### src/rtl/lane_traffic_ctrl_pkg.sv
// ============================================================================
// Module : frogger_pkg
// Brief  : Shared game types, screen constants and the lane speed-up helper.
// Rev    : 1.0  initial release
// ============================================================================
`default_nettype none

package frogger_pkg;

    typedef logic [9:0] coord_t;

    typedef enum logic [1:0] {
        ST_PLAY = 2'd0,
        ST_HIT  = 2'd1,
        ST_OVER = 2'd2
    } game_state_t;

    localparam int c_X_MAX      = 640;
    localparam int c_CAR_W      = 32;
    localparam int c_CAR_H      = 32;
    localparam int c_FROG_W     = 32;
    localparam int c_FROG_H     = 32;
    localparam int c_LANE_Y0    = 96;
    localparam int c_LANE_PITCH = 32;
    localparam int c_GOAL_Y     = 64;

    // 1 + min(score>>2, 3): saturates at 4 once score reaches 12
    function automatic logic [2:0] speedup_step(input logic [7:0] score);
        if ((score[7:4] != 4'd0) || (score[3:2] == 2'b11)) begin
            return 3'd4;
        end
        return {1'b0, score[3:2]} + 3'd1;
    endfunction

endpackage

`default_nettype wire

### src/rtl/lane_traffic_ctrl_if.sv
// ============================================================================
// Module : lane_traffic_ctrl_if
// Brief  : Game-side bus: frame strobe, frog position in, car/game state out.
// Rev    : 1.0  initial release
// ============================================================================
`default_nettype none

interface lane_traffic_ctrl_if #(
    parameter int N_LANES = 10
);
    logic                    tick;
    logic                    restart;
    logic [9:0]              frog_x;
    logic [9:0]              frog_y;
    logic [10*N_LANES-1:0]   car_x;
    logic [10*N_LANES-1:0]   car_y;
    logic                    hit;
    logic                    frog_home;
    logic [2:0]              lives;
    logic [7:0]              score;
    logic [1:0]              state;

    modport master (
        output tick, restart, frog_x, frog_y,
        input  car_x, car_y, hit, frog_home, lives, score, state
    );

    modport slave (
        input  tick, restart, frog_x, frog_y,
        output car_x, car_y, hit, frog_home, lives, score, state
    );

endinterface

`default_nettype wire

### src/rtl/lane_traffic_ctrl_lane_car.sv
// ============================================================================
// Module : lane_car
// Brief  : One lane: speed divider, wrapping car position, frog overlap test.
// Rev    : 1.0  initial release
// ============================================================================
`default_nettype none

module lane_car
    import frogger_pkg::*;
#(
    parameter int X_MAX  = c_X_MAX,
    parameter int CAR_W  = c_CAR_W,
    parameter int CAR_H  = c_CAR_H,
    parameter int FROG_W = c_FROG_W,
    parameter int FROG_H = c_FROG_H
) (
    input  wire logic       clk,
    input  wire logic       reset,
    input  wire logic       en_i,
    input  wire logic       load_i,
    input  wire logic [7:0] period_i,
    input  wire logic       dir_left_i,
    input  wire coord_t     start_x_i,
    input  wire coord_t     y_i,
    input  wire logic [2:0] step_i,
    input  wire coord_t     frog_x_i,
    input  wire coord_t     frog_y_i,
    output coord_t          x_o,
    output logic            coll_o
);

    localparam logic [10:0] c_XMAX11  = 11'(X_MAX);
    localparam logic [10:0] c_CARW11  = 11'(CAR_W);
    localparam logic [10:0] c_CARH11  = 11'(CAR_H);
    localparam logic [10:0] c_FROGW11 = 11'(FROG_W);
    localparam logic [10:0] c_FROGH11 = 11'(FROG_H);

    logic [7:0]  div_q;
    coord_t      x_q;
    coord_t      x_d;
    logic [10:0] w_x11;
    logic [10:0] w_step11;
    logic [10:0] w_right;
    logic [10:0] w_right_wr;
    logic [10:0] w_left;
    logic [10:0] w_fx;
    logic [10:0] w_fy;
    logic [10:0] w_cy;

    assign w_x11    = {1'b0, x_q};
    assign w_step11 = {8'd0, step_i};
    assign w_right  = w_x11 + w_step11;

    always_comb begin
        w_right_wr = (w_right >= c_XMAX11) ? (w_right - c_XMAX11) : w_right;
        w_left     = (w_x11 >= w_step11) ? (w_x11 - w_step11)
                                         : (w_x11 + c_XMAX11 - w_step11);
        x_d        = dir_left_i ? w_left[9:0] : w_right_wr[9:0];
    end

    always_ff @(posedge clk or negedge reset) begin
        if (!reset) begin
            div_q <= 8'd0;
            x_q   <= start_x_i;
        end else if (load_i) begin
            div_q <= 8'd0;
            x_q   <= start_x_i;
        end else if (en_i) begin
            if (div_q == (period_i - 8'd1)) begin
                div_q <= 8'd0;
                x_q   <= x_d;
            end else begin
                div_q <= div_q + 8'd1;
            end
        end
    end

    // Axis-aligned box overlap; 11 bits so x+width never wraps
    assign w_fx   = {1'b0, frog_x_i};
    assign w_fy   = {1'b0, frog_y_i};
    assign w_cy   = {1'b0, y_i};
    assign coll_o = (w_fx < (w_x11 + c_CARW11)) && (w_x11 < (w_fx + c_FROGW11)) &&
                    (w_fy < (w_cy + c_CARH11))  && (w_cy < (w_fy + c_FROGH11));

    assign x_o = x_q;

endmodule

`default_nettype wire

### src/rtl/lane_traffic_ctrl.sv
// ============================================================================
// Module : lane_traffic_ctrl
// Brief  : N-lane car traffic with collision, lives/score FSM and frog-home.
//          Define LANE_SPEEDUP_EN to speed cars up by 1 px every 4 goals.
// Rev    : 1.0  initial release
// ============================================================================
`default_nettype none

module lane_traffic_ctrl
    import frogger_pkg::*;
#(
    parameter int N_LANES    = 10,
    parameter int X_MAX      = c_X_MAX,
    parameter int LANE_Y0    = c_LANE_Y0,
    parameter int LANE_PITCH = c_LANE_PITCH,
    parameter int CAR_W      = c_CAR_W,
    parameter int CAR_H      = c_CAR_H,
    parameter int FROG_W     = c_FROG_W,
    parameter int FROG_H     = c_FROG_H,
    parameter int SPEED_MAX  = 4,
    parameter int LIVES      = 3,
    parameter int HIT_TICKS  = 60,
    parameter int GOAL_Y     = c_GOAL_Y
) (
    input  wire logic           clk,
    input  wire logic           reset,
    lane_traffic_ctrl_if.slave  bus
);

    localparam int          c_TW       = $clog2(HIT_TICKS + 1);
    localparam logic [c_TW-1:0] c_HIT_LAST = c_TW'(HIT_TICKS - 1);
    localparam logic [2:0]  c_LIVES    = 3'(LIVES);
    localparam logic [10:0] c_GOAL11   = 11'(GOAL_Y);

    game_state_t       state_q;
    game_state_t       state_d;
    logic [2:0]        lives_q;
    logic [2:0]        lives_d;
    logic [7:0]        score_q;
    logic [7:0]        score_d;
    logic [c_TW-1:0]   timer_q;
    logic [c_TW-1:0]   timer_d;
    logic              armed_q;
    logic              armed_d;
    logic              coll_q;

    logic [N_LANES-1:0] w_coll;
    logic [2:0]         w_step;
    logic               w_move_en;
    logic               w_hit;
    logic               w_goal;
    logic               w_restart;
    logic               w_home;
    logic               w_frog_low;

`ifdef LANE_SPEEDUP_EN
    assign w_step = speedup_step(score_q);
`else
    assign w_step = 3'd1;
`endif

    assign w_move_en  = bus.tick && (state_q != ST_OVER);
    assign w_frog_low = ({1'b0, bus.frog_y} < c_GOAL11);

    for (genvar i = 0; i < N_LANES; i++) begin : g_lane
        localparam bit         c_DIR_LEFT = ((i % 2) == 1);
        localparam coord_t     c_START    = c_DIR_LEFT ? coord_t'(X_MAX - CAR_W) : coord_t'(0);
        localparam coord_t     c_Y        = coord_t'(LANE_Y0 + i * LANE_PITCH);
        localparam logic [7:0] c_PERIOD   = 8'((i % SPEED_MAX) + 1);

        coord_t w_x;

        lane_car #(
            .X_MAX  (X_MAX),
            .CAR_W  (CAR_W),
            .CAR_H  (CAR_H),
            .FROG_W (FROG_W),
            .FROG_H (FROG_H)
        ) u_car (
            .clk        (clk),
            .reset      (reset),
            .en_i       (w_move_en),
            .load_i     (w_restart),
            .period_i   (c_PERIOD),
            .dir_left_i (c_DIR_LEFT),
            .start_x_i  (c_START),
            .y_i        (c_Y),
            .step_i     (w_step),
            .frog_x_i   (bus.frog_x),
            .frog_y_i   (bus.frog_y),
            .x_o        (w_x),
            .coll_o     (w_coll[i])
        );

        assign bus.car_x[10*i +: 10] = w_x;
        assign bus.car_y[10*i +: 10] = c_Y;
    end

    // State register
    always_ff @(posedge clk or negedge reset) begin
        if (!reset) begin
            state_q <= ST_PLAY;
        end else begin
            state_q <= state_d;
        end
    end

    // Next-state logic
    always_comb begin
        state_d = state_q;
        case (state_q)
            ST_PLAY: begin
                if (coll_q) begin
                    state_d = ST_HIT;
                end
            end
            ST_HIT: begin
                if (bus.tick && (timer_q == c_HIT_LAST)) begin
                    state_d = (lives_q == 3'd0) ? ST_OVER : ST_PLAY;
                end
            end
            ST_OVER: begin
                if (bus.restart) begin
                    state_d = ST_PLAY;
                end
            end
            default: state_d = ST_PLAY;
        endcase
    end

    // Output logic: a hit in PLAY pre-empts any goal in the same cycle
    always_comb begin
        w_hit     = 1'b0;
        w_goal    = 1'b0;
        w_restart = 1'b0;
        case (state_q)
            ST_PLAY: begin
                w_hit  = coll_q;
                w_goal = !coll_q && armed_q && w_frog_low;
            end
            ST_OVER: w_restart = bus.restart;
            default: ;
        endcase
        w_home = w_hit || w_goal || w_restart;
    end

    always_comb begin
        lives_d = lives_q;
        score_d = score_q;
        timer_d = timer_q;
        armed_d = armed_q;

        if (w_restart) begin
            lives_d = c_LIVES;
            score_d = 8'd0;
        end else if (w_hit && (lives_q != 3'd0)) begin
            lives_d = lives_q - 3'd1;
        end else if (w_goal && (score_q != 8'hFF)) begin
            score_d = score_q + 8'd1;
        end

        if (w_hit) begin
            timer_d = '0;
        end else if ((state_q == ST_HIT) && bus.tick && (timer_q != c_HIT_LAST)) begin
            timer_d = timer_q + 1'b1;
        end

        if (!w_frog_low) begin
            armed_d = 1'b1;
        end else if (w_goal) begin
            armed_d = 1'b0;
        end
    end

    always_ff @(posedge clk or negedge reset) begin
        if (!reset) begin
            lives_q <= c_LIVES;
            score_q <= 8'd0;
            timer_q <= '0;
            armed_q <= 1'b1;
            coll_q  <= 1'b0;
        end else begin
            lives_q <= lives_d;
            score_q <= score_d;
            timer_q <= timer_d;
            armed_q <= armed_d;
            coll_q  <= |w_coll;
        end
    end

    assign bus.hit       = w_hit;
    assign bus.frog_home = w_home;
    assign bus.lives     = lives_q;
    assign bus.score     = score_q;
    assign bus.state     = state_q;

endmodule

`default_nettype wire
### src/flat_wrapper.sv
// flat-port wrapper written by rule: the top's interface ports become plain ports
module lane_traffic_ctrl_flat import frogger_pkg::*;
#(
    parameter int N_LANES    = 10,
    parameter int X_MAX      = c_X_MAX,
    parameter int LANE_Y0    = c_LANE_Y0,
    parameter int LANE_PITCH = c_LANE_PITCH,
    parameter int CAR_W      = c_CAR_W,
    parameter int CAR_H      = c_CAR_H,
    parameter int FROG_W     = c_FROG_W,
    parameter int FROG_H     = c_FROG_H,
    parameter int SPEED_MAX  = 4,
    parameter int LIVES      = 3,
    parameter int HIT_TICKS  = 60,
    parameter int GOAL_Y     = c_GOAL_Y
)
  (clk, reset, bus_tick, bus_restart, bus_frog_x, bus_frog_y, bus_car_x, bus_car_y, bus_hit, bus_frog_home, bus_lives, bus_score, bus_state);
  lane_traffic_ctrl_if #(.N_LANES(N_LANES)) bus_i ();
  input  wire logic clk;
  input  wire logic reset;
  input wire logic [$bits(bus_i.tick)-1:0] bus_tick;
  input wire logic [$bits(bus_i.restart)-1:0] bus_restart;
  input wire logic [$bits(bus_i.frog_x)-1:0] bus_frog_x;
  input wire logic [$bits(bus_i.frog_y)-1:0] bus_frog_y;
  output wire logic [$bits(bus_i.car_x)-1:0] bus_car_x;
  output wire logic [$bits(bus_i.car_y)-1:0] bus_car_y;
  output wire logic [$bits(bus_i.hit)-1:0] bus_hit;
  output wire logic [$bits(bus_i.frog_home)-1:0] bus_frog_home;
  output wire logic [$bits(bus_i.lives)-1:0] bus_lives;
  output wire logic [$bits(bus_i.score)-1:0] bus_score;
  output wire logic [$bits(bus_i.state)-1:0] bus_state;
  assign bus_i.tick = bus_tick;
  assign bus_i.restart = bus_restart;
  assign bus_i.frog_x = bus_frog_x;
  assign bus_i.frog_y = bus_frog_y;
  assign bus_car_x = bus_i.car_x;
  assign bus_car_y = bus_i.car_y;
  assign bus_hit = bus_i.hit;
  assign bus_frog_home = bus_i.frog_home;
  assign bus_lives = bus_i.lives;
  assign bus_score = bus_i.score;
  assign bus_state = bus_i.state;
  lane_traffic_ctrl #(.N_LANES(N_LANES), .X_MAX(X_MAX), .LANE_Y0(LANE_Y0), .LANE_PITCH(LANE_PITCH), .CAR_W(CAR_W), .CAR_H(CAR_H), .FROG_W(FROG_W), .FROG_H(FROG_H), .SPEED_MAX(SPEED_MAX), .LIVES(LIVES), .HIT_TICKS(HIT_TICKS), .GOAL_Y(GOAL_Y)) u_core (.clk(clk), .reset(reset), .bus(bus_i));
endmodule
### config.mk
export PLATFORM = sky130hd
export DESIGN_NAME = lane_traffic_ctrl_flat
export DESIGN_NICKNAME = d
export VERILOG_FILES = /design/src/rtl/lane_traffic_ctrl_pkg.sv /design/src/rtl/lane_traffic_ctrl_if.sv /design/src/rtl/lane_traffic_ctrl_lane_car.sv /design/src/rtl/lane_traffic_ctrl.sv /design/src/flat_wrapper.sv
export SDC_FILE = /design/constraint.sdc
export NUM_CORES = 1
export LEC_CHECK = 0
export CAP_MARGIN = 20
export CELL_PAD_IN_SITES_DETAIL_PLACEMENT = 0
export CELL_PAD_IN_SITES_GLOBAL_PLACEMENT = 2
export CORE_MARGIN = 1.5
export CORE_UTILIZATION = 31
export DETAILED_ROUTE_END_ITERATION = 7
export PLACE_DENSITY_LB_ADDON = 0.1
export SLEW_MARGIN = 10
export SYNTH_ARGS = -nofsm -noshare
export SYNTH_HDL_FRONTEND = slang
export SYNTH_SLANG_ARGS = --single-unit
export TNS_END_PERCENT = 5
### constraint.sdc
create_clock -name clk -period 2.5 [get_ports clk]
set_input_delay 0.375 -clock clk [delete_from_list [all_inputs] [get_ports clk]]
set_output_delay 0.375 -clock clk [all_outputs]
set_load 0.02 [all_outputs]
* Word-level counts from Yosys, hierarchy flattened
Index checks and enable logic that the tools add are counted.
** Storage, ports and cells
- Register bits :: 201
- Logic and storage cells :: 306
- Output and inout bits :: 215
- Input port bits :: 24
** Operators by class
- Magnitude comparators :: 51
- Multiplexer cells :: 87
- Equality and inequality tests :: 18
- Add/sub/neg operators :: 50
- Reduce and logical (&&, ||, !) cells :: 74
** Operators by type and width (number)
- $mux W10 :: 40
- $mux W8 :: 33
- $lt A10 B11 Y1 :: 20
- $add A10 B6 Y11 const B :: 12
- $sub A10 B1 Y10 const B :: 10
- $add A8 B1 Y8 const B :: 11
- $lt A10 B9 Y1 const B :: 6
- $add A10 B1 Y11 const B :: 5
- $ge A11 B10 Y1 const B :: 5
- $lt A9 B11 Y1 const A :: 5
- $add A10 B10 Y10 const B :: 5
- $ge A10 B1 Y1 const B :: 5
- $sub A10 B10 Y10 const B :: 5
- $lt A8 B11 Y1 const A :: 4
- $lt A10 B8 Y1 const B :: 4
- $logic_and A1 B1 Y1 :: 38
- $eq A8 B2 Y1 const B :: 4
- $reduce_bool A2 Y1 :: 14
- $eq A8 B1 Y1 const B :: 3
- $logic_not A8 Y1 :: 3
- $reduce_and A2 Y1 :: 11
- $mux W6 :: 2
- $lt A7 B11 Y1 const A :: 1
- $lt A10 B7 Y1 const B :: 1
- 20 further kinds :: 33

* Depth between registers and ports, before layout
Gate-level depths: netlist (run 1).
- Depth after elaboration :: 8
- Mapped depth :: 11
- Mapped depth without buffers :: 11

* Worst setup path before layout (run 1)
No wires, ideal clock.
- Kind :: input port to flip-flop
- Start :: input port bus_frog_x[5]
- End :: register u_core.coll_q
- Required time :: 2.435 ns
- Setup slack :: -0.199 ns
- Arrival :: 2.634 ns
- Setup time :: 0.065 ns
- Stages :: 11
- Buffers on the path :: 0
- Cells stage by stage :: ha_1 > xnor2_1 > ha_1 > and3_1 > nand3_1 > a21oi_1 > a211oi_1 > nor3_1 > or4_1 > nand4_1 > a211o_1
** Between the ends
- Longest elaborated chain between the ends :: 6
- Elaborated cells on any way between the ends :: 52
- Classes of those cells :: add/sub (1); order compare (20); reduce/logical (31)
** Ends and longest elaborated chain
- start, declared :: RTL line flat_wrapper.sv:23 : input wire logic [$bits(bus_i.frog_x)-1:0] bus_frog_x;
- $add A10 B6 Y11 :: RTL line lane_traffic_ctrl_lane_car.sv:82 : assign coll_o = (w_fx < (w_x11 + c_CARW11)) && (w_x11 < (w_fx + c_FROGW11)) &&
- $lt A10 B11 Y1 :: RTL line lane_traffic_ctrl_lane_car.sv:82
- $logic_and A1 B1 Y1 (2 in series) :: RTL line lane_traffic_ctrl_lane_car.sv:82
- $logic_and A1 B1 Y1 :: RTL line lane_traffic_ctrl_lane_car.sv:83 : (w_fy < (w_cy + c_CARH11)) && (w_cy < (w_fy + c_FROGH11));
- $reduce_or A10 Y1 * :: RTL line lane_traffic_ctrl.sv:187 : coll_q <= |w_coll;
- end signal, assigned :: RTL line lane_traffic_ctrl.sv:187
- end, declared :: RTL line lane_traffic_ctrl.sv:45 : logic coll_q;
Mark *: on every way between the ends. The rest lies on a longest branch, timed or not.
A chain may end at the register's enable or synchronous reset.

* Final worst setup path (run 1)
- Start :: input port bus_frog_x[6]
- End :: register u_core.coll_q
Same word-level chain as after synthesis.

==> results of run 1 <==
==> area by class of cell <==
type                            instances  share of cell area [%]
Clock inverter                          6                   0.205
Sequential cell                       201                    23.1
Timing Repair Buffer                  435                    17.3
Tap cell                              696                    3.97
Clock buffer                           44                    3.78
Multi-Input combinational cell       1592                    49.9
Inverter                              101                    1.73
==> metrics by stage <==
step	area (um^2)	cells	hold WS [ns]	utilization [%]
after floorplan	17200	2057	0.0794	-
after global placement	20800	3023	0.370	38.8
after detailed placement	20800	3023	0.371	38.8
after CTS	21800	3074	0.314	40.5
after global routing	21900	3075	0.348	40.8
final	21900	3075	0.317	40.8
==> cells by family (layout without fill, tap and decap cells) <==
| family | count (synthesis) | in the layout | share of synthesized area (%) |
|---|---|---|---|
| AOI/OAI and AO/OA | 415 | 415 | 15.9 |
| adders and majority gates | 230 | 230 | 17.1 |
| muxes | 13 | 13 | 0.849 |
| and+or+nand+nor | 697 | 697 | 20.6 |
| other | 2 | 100 | 0.0447 |
| buffers and inverters | 264 | 586 | 8.24 |
| DFF | 201 | 201 | 30.1 |
| xor gates and xnor gates | 137 | 137 | 7.19 |
==> per-layer routing <==
layer  vias to the layer above  routed length [um]  global-route usage, %
met1                      7260               26600                   27.5
met4                         0                1370                   4.73
met5                         -                   0                      0
met2                       228               25800                   32.7
li1                       7619                   -                      -
met3                        60                1770                   2.60
==> placed cells by master, fill, tap and decap left out, types with 68 or more instances in the layout <==
master,instances
buf_4,282
clkdlybuf4s50_1,134
conb_1,100
dfrtp_1,177
ha_1,223
inv_1,99
nand2_1,168
nand3_1,127
nor2_1,152
o21ai_0,155
xor2_1,68
==> path summary, 6_finish.rpt <==
path | from | end | slack (ns) | depth (start not counted)
max in group asynchronous | reset | u_core.g_lane[5].u_car.x_o[9]$_DFFE_PN1P_ | 1.39 | 3
worst min register to register | u_core.g_lane[0].u_car.div_q[7]$_DFFE_PN0P_ | u_core.g_lane[0].u_car.div_q[7]$_DFFE_PN0P_ | 0.48 | 1
worst max-delay path | bus_frog_x[6] | u_core.coll_q$_DFF_PN0_ | -0.02 | 10
worst min-delay path | reset | u_core.g_lane[8].u_car.x_o[5]$_DFFE_PN0P_ | 0.32 | 2
worst max register to register | u_core.g_lane[9].u_car.x_o[5]$_DFFE_PN1P_ | u_core.coll_q$_DFF_PN0_ | 0.01 | 10
min in group clk | bus_restart | u_core.bus.state[1]$_DFFE_PN0P_ | 0.42 | 2
==> power by group <==
group | switching, mW | leakage [nW] | internal, mW | total (mW)
logic | 6.45 | 7.09 | 5.53 | 12.0
registers | 1.32 | 2.57 | 4.37 | 5.69
clock network | 1.59 | 0.436 | 2.26 | 3.85
==> flip-flops by register name, summed over array words and instances (netlist names) <==
| name | flops |
|---|---|
| u_core.g_lane.u_car.div_q | 80 |
| u_core.bus.state | 2 |
| u_core.g_lane.u_car.x_o | 100 |
| u_core.timer_q | 6 |
| u_core.bus.score | 8 |
| u_core.armed_q | 1 |
| u_core.bus.lives | 3 |
| u_core.coll_q | 1 |
==> what timing repair did <==
item / CTS / global route
hold endpoints to repair: 34 / 0
gates resized for setup: 9 / 32
buffers inserted: 0 / 1
endpoints found under the setup margin: 39 / 39
pin swaps: 0 / 2
hold buffers: 1 / 0
==> flow_summary.ini, run 1 <==
[route]
firstDrtPassIters = 5
drc_errors = 0
final_antenna_net_count = 0
vias_per_cell = 4.93
wl_um = 55500
vias = 15200
drtIter0Drc = 800
wl_per_cell_um = 18.0

[critical_path]
startpoint_type = input pin
cpMostUsedCell = a211o_1
path_cells = clkdlybuf4s50_1 > ha_4 > nand3_1 > xor2_2 > ha_1 > a31o_2 > a2111o_1 > a211o_1 > o311ai_0 > a211o_1
cp.buffers_inverters = 1
worstPathArrival_ns = 3.06
path_delay_family = compound AO/OA/AOI/OAI gates
crit_type = input pin to flop
critPathRequiredTime_ns = 3.04
cp_slowest_cell = clkdlybuf4s50_1
end_kind = flop
slowest_delay_ns = 0.58
crit_fanout = 4

[pwr]
leakagePower_nw = 10.1
peakVddDrop_v = 0.000654
power_density_nw_per_um2 = 982
power_mw = 21.5

[synthesis]
avgSynthCellArea_um2 = 8.57
async_flop_share_pct = 100
syn_area_um2 = 16800
postSynthCellCount = 1959
yosys_warnings = 0
synth.distinct_cells = 86
synth_top_area_share_pct = 27.3
synth_edf_count = 0
synth.most_common_cell = ha_1
yosysTopAreaCell = dfrtp_1
yosysSeqAreaShare_pct = 30.1
synthTopCellsByCount = 229 x ha_1, 183 x dfrtp_1, 169 x nand2_1
synth_seq_cells = 201
synth_flop_cell = dfrtp_1
ys_top_cells_by_area = dfrtp_1 27%, ha_1 17%, o21ai_0 4.6%, buf_4 4.5%, nand3_1 3.8%

[global_route]
grtUsageTotal_pct = 19.9
antenna_found_initial = 0
grt_max_degree = 66
grt_overflow_total = 0
grt_pass1_vias = 15000
grt_pass1_wl_um = 87100

[clock_tree]
cts_made_buffers = 27
cts_root_buf = clkbuf_16
clk_pin_slew_ns = 0.07
cts_buffer_depth = 3
clock_latency_ns = 0.59
cts_sinks = 201
htreeDepth = 1
cts_tree = yes

[sta]
skew_ns = 0.0280
finalMaxSlewViolations = 0
finalHoldViolCount = 0
post-route-period-util_pct = 101
fin_setup_tns_ns = -0.0239
tightest_slew_ns = 0.597
clock.fmax_mhz = 396
slew_headroom_pct = 59.2
min_period_ns = 2.52
rsz0062_at_grt = yes
timing.final.ws_setup_ns = -0.0239
finalSetupViolCount = 1

[finish]
final_layout_size_suffix_gt1_share_pct = 17.7
nets = 2611
regArea_um2 = 5060
area_growth_pct = 30.5
multiInputGateArea_um2 = 10900
fillCellCount = 5351
diodes = 0

[die]
die_area_um2 = 55600
die_w_um = 236
die_h_um = 236
fp-row-count = 85
boundaryPins = 239
start_util_pct = 31.3
core-area_um2 = 53700

[outcome]
outcome = finished, violations left
failed_checks = negative setup slack

[placed_design]
routabilityCongestion = 0.888
hpwlAfterDp_um = 43700
port_buffers = 138
place_ws_ns = -0.697

[run]
maxCapViolations = 0

[worst_hold_path]
min_path_type = input pin to asynchronous set/reset pin
(Power assumes the default switching activity.)
==> run 2: changes to the inputs <==
CAP_MARGIN = unset   (was 20)
CORE_UTILIZATION = 37   (was 31)
SETUP_SLACK_MARGIN = 0.4   (was unset)
clock period = 3.2 ns   (was 2.5 ns; I/O delays follow)
==> flow_summary.ini, run 2 (synthesized netlist as in run 1, its figures left out) <==
[die]
fp-row-count = 77
die_w_um = 216
die_h_um = 216
core-area_um2 = 44500
start_util_pct = 37.7
die_area_um2 = 46700
boundaryPins = 239

[finish]
fin_util_pct = 45.2
mostFrequentLayoutCell = ha_1
final_layout_size_suffix_gt1_share_pct = 8.77
area_growth_pct = 19.7
largest_register_ffs = 100
nets = 2412
most-common-layout-cells = 229 x ha_1, 183 x dfrtp_1, 168 x nand2_1
diodes = 0

[global_route]
grt-busiest-layer = met2
grt_overflow_total = 0
grt_max_degree = 67
gr-usage-met2_pct = 35.9
grt_pass1_vias = 14000
grtUsageTotal_pct = 21.6
grt_use_met1_pct = 29.5
antenna_found_initial = 0
met3_usage_pct = 3.14
grt_pass1_wl_um = 79900

[route]
wl_um = 51000
drc_errors = 0
vias_per_cell = 5.25
final_antenna_net_count = 0
firstDrtPassIters = 5
wl_per_cell_um = 18.4
vias = 14600
drtIter0Drc = 766

[sta]
tightest_slew_ns = 0.763
finalSetupViolCount = 0
post-route-period-util_pct = 88.0
slew_headroom_pct = 49.0
skew_ns = 0.0275
clock.fmax_mhz = 355
min_period_ns = 2.82
worst_hold_slack_ns = 0.448
rsz0062_at_grt = yes
finalMaxSlewViolations = 0
finalHoldViolCount = 0

[critical_path]
end_kind = flop
critPathRequiredTime_ns = 3.67
crit_type = input pin to flop
startpoint_type = input pin
r2r-start = u_core.g_lane[4].u_car.x_o[5]$_DFFE_PN0P_
r2r_slack_ns = 0.49
crit_fanout = 4
worstPathArrival_ns = 3.29
rr_worst_depth = 11
timing.rr.end = u_core.coll_q$_DFF_PN0_

[clock_tree]
cts_tree = yes
postCtsSetupBuffers = 0
cts_sinks = 201
clock_latency_ns = 0.58
cts_buffer_depth = 3
cts_made_buffers = 27
htreeDepth = 1
clk_pin_slew_ns = 0.06
cts_root_buf = clkbuf_16

[placed_design]
routabilityCongestion = 0.913
port_buffers = 138
hpwlAfterDp_um = 38500

[pwr]
power_density_nw_per_um2 = 783
peakVddDrop_v = 0.000481
leakagePower_nw = 9.10

[outcome]
outcome = complete, no violations

[worst_hold_path]
min_path_type = input pin to asynchronous set/reset pin

[run]
maxCapViolations = 0
run 2: metal layers:
metal  wire length [um]  vias to the layer above
met5                  0                        -
met4               1060                        0
met3               2120                       56
met2              24000                      273
met1              23800                     7003
li1                   -                     7218
run 2: how the worst max path moves through the flow:
stage	from	to
4_1_cts	u_core.g_lane[2].u_car.div_q[0]$_DFFE_PN0P_	u_core.g_lane[2].u_car.x_o[7]$_DFFE_PN0P_
2_1_floorplan	bus_frog_x[5]	u_core.coll_q$_DFF_PN0_
3_5_place_dp	bus_frog_x[5]	u_core.coll_q$_DFF_PN0_
5_1_grt	bus_frog_x[5]	u_core.coll_q$_DFF_PN0_
3_3_place_gp	bus_frog_x[5]	u_core.coll_q$_DFF_PN0_
6_report	bus_frog_x[5]	u_core.coll_q$_DFF_PN0_
run 2: layout make-up:
| cell class | instances | area (um^2) |
|---|---|---|
| inverters | 101 | 379 |
| flip-flops and latches | 201 | 5050 |
| clock inverters | 8 | 165 |
| well taps | 592 | 741 |
| fillers | 4419 | 24400 |
| clock buffers | 41 | 758 |
| repair buffers | 236 | 2240 |
| multi-input cells | 1592 | 10800 |
run 2: per-stage QoR:
stage | setup slack (ns) | cells | total power, mW | cell area, um^2 | setup TNS, ns
3_3_place_gp | -0.177 | 2721 | 12.5 | 19200 | -0.177
2_1_floorplan | 0.423 | 2057 | 9.58 | 17200 | 0
3_5_place_dp | -0.168 | 2721 | 12.6 | 19200 | -0.168
4_1_cts | 0.158 | 2771 | 15.9 | 20100 | 0
6_report | 0.384 | 2771 | 15.7 | 20100 | 0
5_1_grt | 0.200 | 2771 | 17.1 | 20100 | 0
run 2: worst max-delay path, cell delays in order:
cell             delay, ns
clkdlybuf4s50_1       0.57
ha_1                  0.26
nand3_1               0.11
xor2_1                0.40
buf_4                 0.23
ha_1                  0.19
a211oi_1              0.06
o21ai_0               0.11
o221ai_1              0.13
o21ai_0               0.25
o311ai_0              0.21
a211o_1               0.29
run 2: repair_timing:
item,4_1_cts,5_1_grt
hold buffers,1,0
setup endpoints to repair,26,27
cloned,0,0
resized for setup,1,2
endpoints found under the hold margin,49,0
run 2: report_power, final:
part	total [mW]	switching, mW	internal [mW]
Sequential	4.92	1.52	3.40
Clock	3.20	1.24	1.96
Combinational	7.62	4.20	3.41
==> run 3: changes to the inputs <==
clock period = 3.4 ns   (was 3.2 ns; I/O delays follow)
==> flow_summary.ini, run 3 (synthesized netlist as in run 1, its figures left out) <==
[outcome]
outcome = complete, no violations

[global_route]
grt_overflow_total = 0
grtUsageTotal_pct = 21.3
grt_pass1_vias = 13700
grt_max_degree = 72
antenna_found_initial = 0
grt_pass1_wl_um = 79400

[route]
wl_per_cell_um = 18.3
firstDrtPassIters = 5
final_antenna_net_count = 0
drc_errors = 0
drtIter0Drc = 828
vias_per_cell = 5.26
vias = 14500
wl_um = 50300

[finish]
fin_util_pct = 44.6
final_layout_size_suffix_gt1_share_pct = 7.99
largest_register_ffs = 100
diodes = 0
area_growth_pct = 18.1
most-common-layout-cells = 229 x ha_1, 183 x dfrtp_1, 168 x nand2_1
mostFrequentLayoutCell = ha_1
nets = 2387

[clock_tree]
cts_buffer_depth = 3
cts_tree = yes
cts_made_buffers = 26
postCtsSetupBuffers = 0
cts_sinks = 201
htreeDepth = 1
cts_root_buf = clkbuf_16
clock_latency_ns = 0.58
clk_pin_slew_ns = 0.06

[critical_path]
critPathRequiredTime_ns = 2.89
crit_type = input pin to primary output
end_kind = primary output
crit_fanout = 6
worstPathArrival_ns = 2.32
startpoint_type = input pin

[pwr]
peakVddDrop_v = 0.000377
power_density_nw_per_um2 = 738
leakagePower_nw = 8.95

[placed_design]
port_buffers = 138
routabilityCongestion = 0.862
hpwlAfterDp_um = 37900
place_ws_ns = 0.00483

[sta]
min_period_ns = 2.83
timing.final.ws_setup_ns = 0.573
skew_ns = 0.0213
finalSetupViolCount = 0
fin_setup_tns_ns = 0
tightest_slew_ns = 0.850
rsz0062_at_grt = yes
post-route-period-util_pct = 83.1
slew_headroom_pct = 43.1
clock.fmax_mhz = 354
finalMaxSlewViolations = 0
finalHoldViolCount = 0

[die]
die_area_um2 = 46700
fp-row-count = 77
boundaryPins = 239
die_w_um = 216
die_h_um = 216
start_util_pct = 37.7
core-area_um2 = 44500

[run]
maxCapViolations = 0

[worst_hold_path]
min_path_type = input pin to asynchronous set/reset pin
[run 3: routing by layer]
metal | vias to the layer above | part of all wire [%] | wire length, um | GRT usage, %
met3 | 43 | 3.8 | 1930 | 3.14
met4 | 0 | 1.7 | 857 | 3.91
li1 | 7162 | - | - | -
met1 | 7029 | 47 | 23800 | 29.6
met2 | 223 | 47 | 23800 | 35.4
met5 | - | 0 | 0 | 0
[run 3: worst paths after layout]
kind                                                        startpoint                                     endpoint  slack, ns  depth (start not counted)
max in group asynchronous                                        reset    u_core.g_lane[1].u_car.x_o[5]$_DFFE_PN1P_       2.08                          3
min reg2reg                u_core.g_lane[0].u_car.div_q[7]$_DFFE_PN0P_  u_core.g_lane[0].u_car.div_q[7]$_DFFE_PN0P_       0.49                          1
min                                                              reset    u_core.g_lane[8].u_car.x_o[1]$_DFFE_PN0P_       0.45                          2
max reg2reg                u_core.g_lane[0].u_car.div_q[0]$_DFFE_PN0P_    u_core.g_lane[0].u_car.x_o[4]$_DFFE_PN0P_       0.58                          7
max                                                      bus_frog_y[8]                                bus_frog_home       0.57                          7
min in group clk           u_core.g_lane[0].u_car.div_q[7]$_DFFE_PN0P_  u_core.g_lane[0].u_car.div_q[7]$_DFFE_PN0P_       0.49                          1
[run 3: repair_timing]
| item | CTS | global route |
|---|---|---|
| gates cloned | 0 | 0 |
| gates resized for setup | 1 | 1 |
| hold buffers | 1 | 0 |
| endpoints found under the hold margin | 40 | 0 |
| setup endpoints to repair | 1 | 2 |
| pin swaps | 0 | 0 |
[run 3: stage by stage]
step	hold slack [ns]	std cells	total power, mW	instance area, um^2
final	0.451	2746	14.6	19800
after global placement	0.476	2697	11.7	18900
after CTS	0.450	2746	14.8	19800
after global routing	0.475	2746	15.9	19800
after floorplan	0.214	2057	9.02	17200
after detailed placement	0.474	2697	11.8	18900
[run 3: area by class of cell]
type / count / area (um^2)
Fill cell: 4426 / 24700
Sequential cell: 201 / 5050
Timing Repair Buffer: 212 / 2020
Clock buffer: 33 / 717
Inverter: 101 / 379
Tap cell: 592 / 741
Multi-Input combinational cell: 1592 / 10800
Clock inverter: 15 / 178
[run 3: report_power, final]
group	total [mW]	internal, mW	switching (mW)
clock	2.89	1.72	1.17
sequential	4.69	3.20	1.49
combinational	7.06	3.16	3.90
[run 3: worst max-delay path, cell delays in order]
cell and delay [ns]:
clkdlybuf4s50_1 0.54, or2_2 0.40, nor3_1 0.17, buf_4 0.18, nand3_1 0.10, nand2_1 0.08
dlygate4sd2_1 0.32
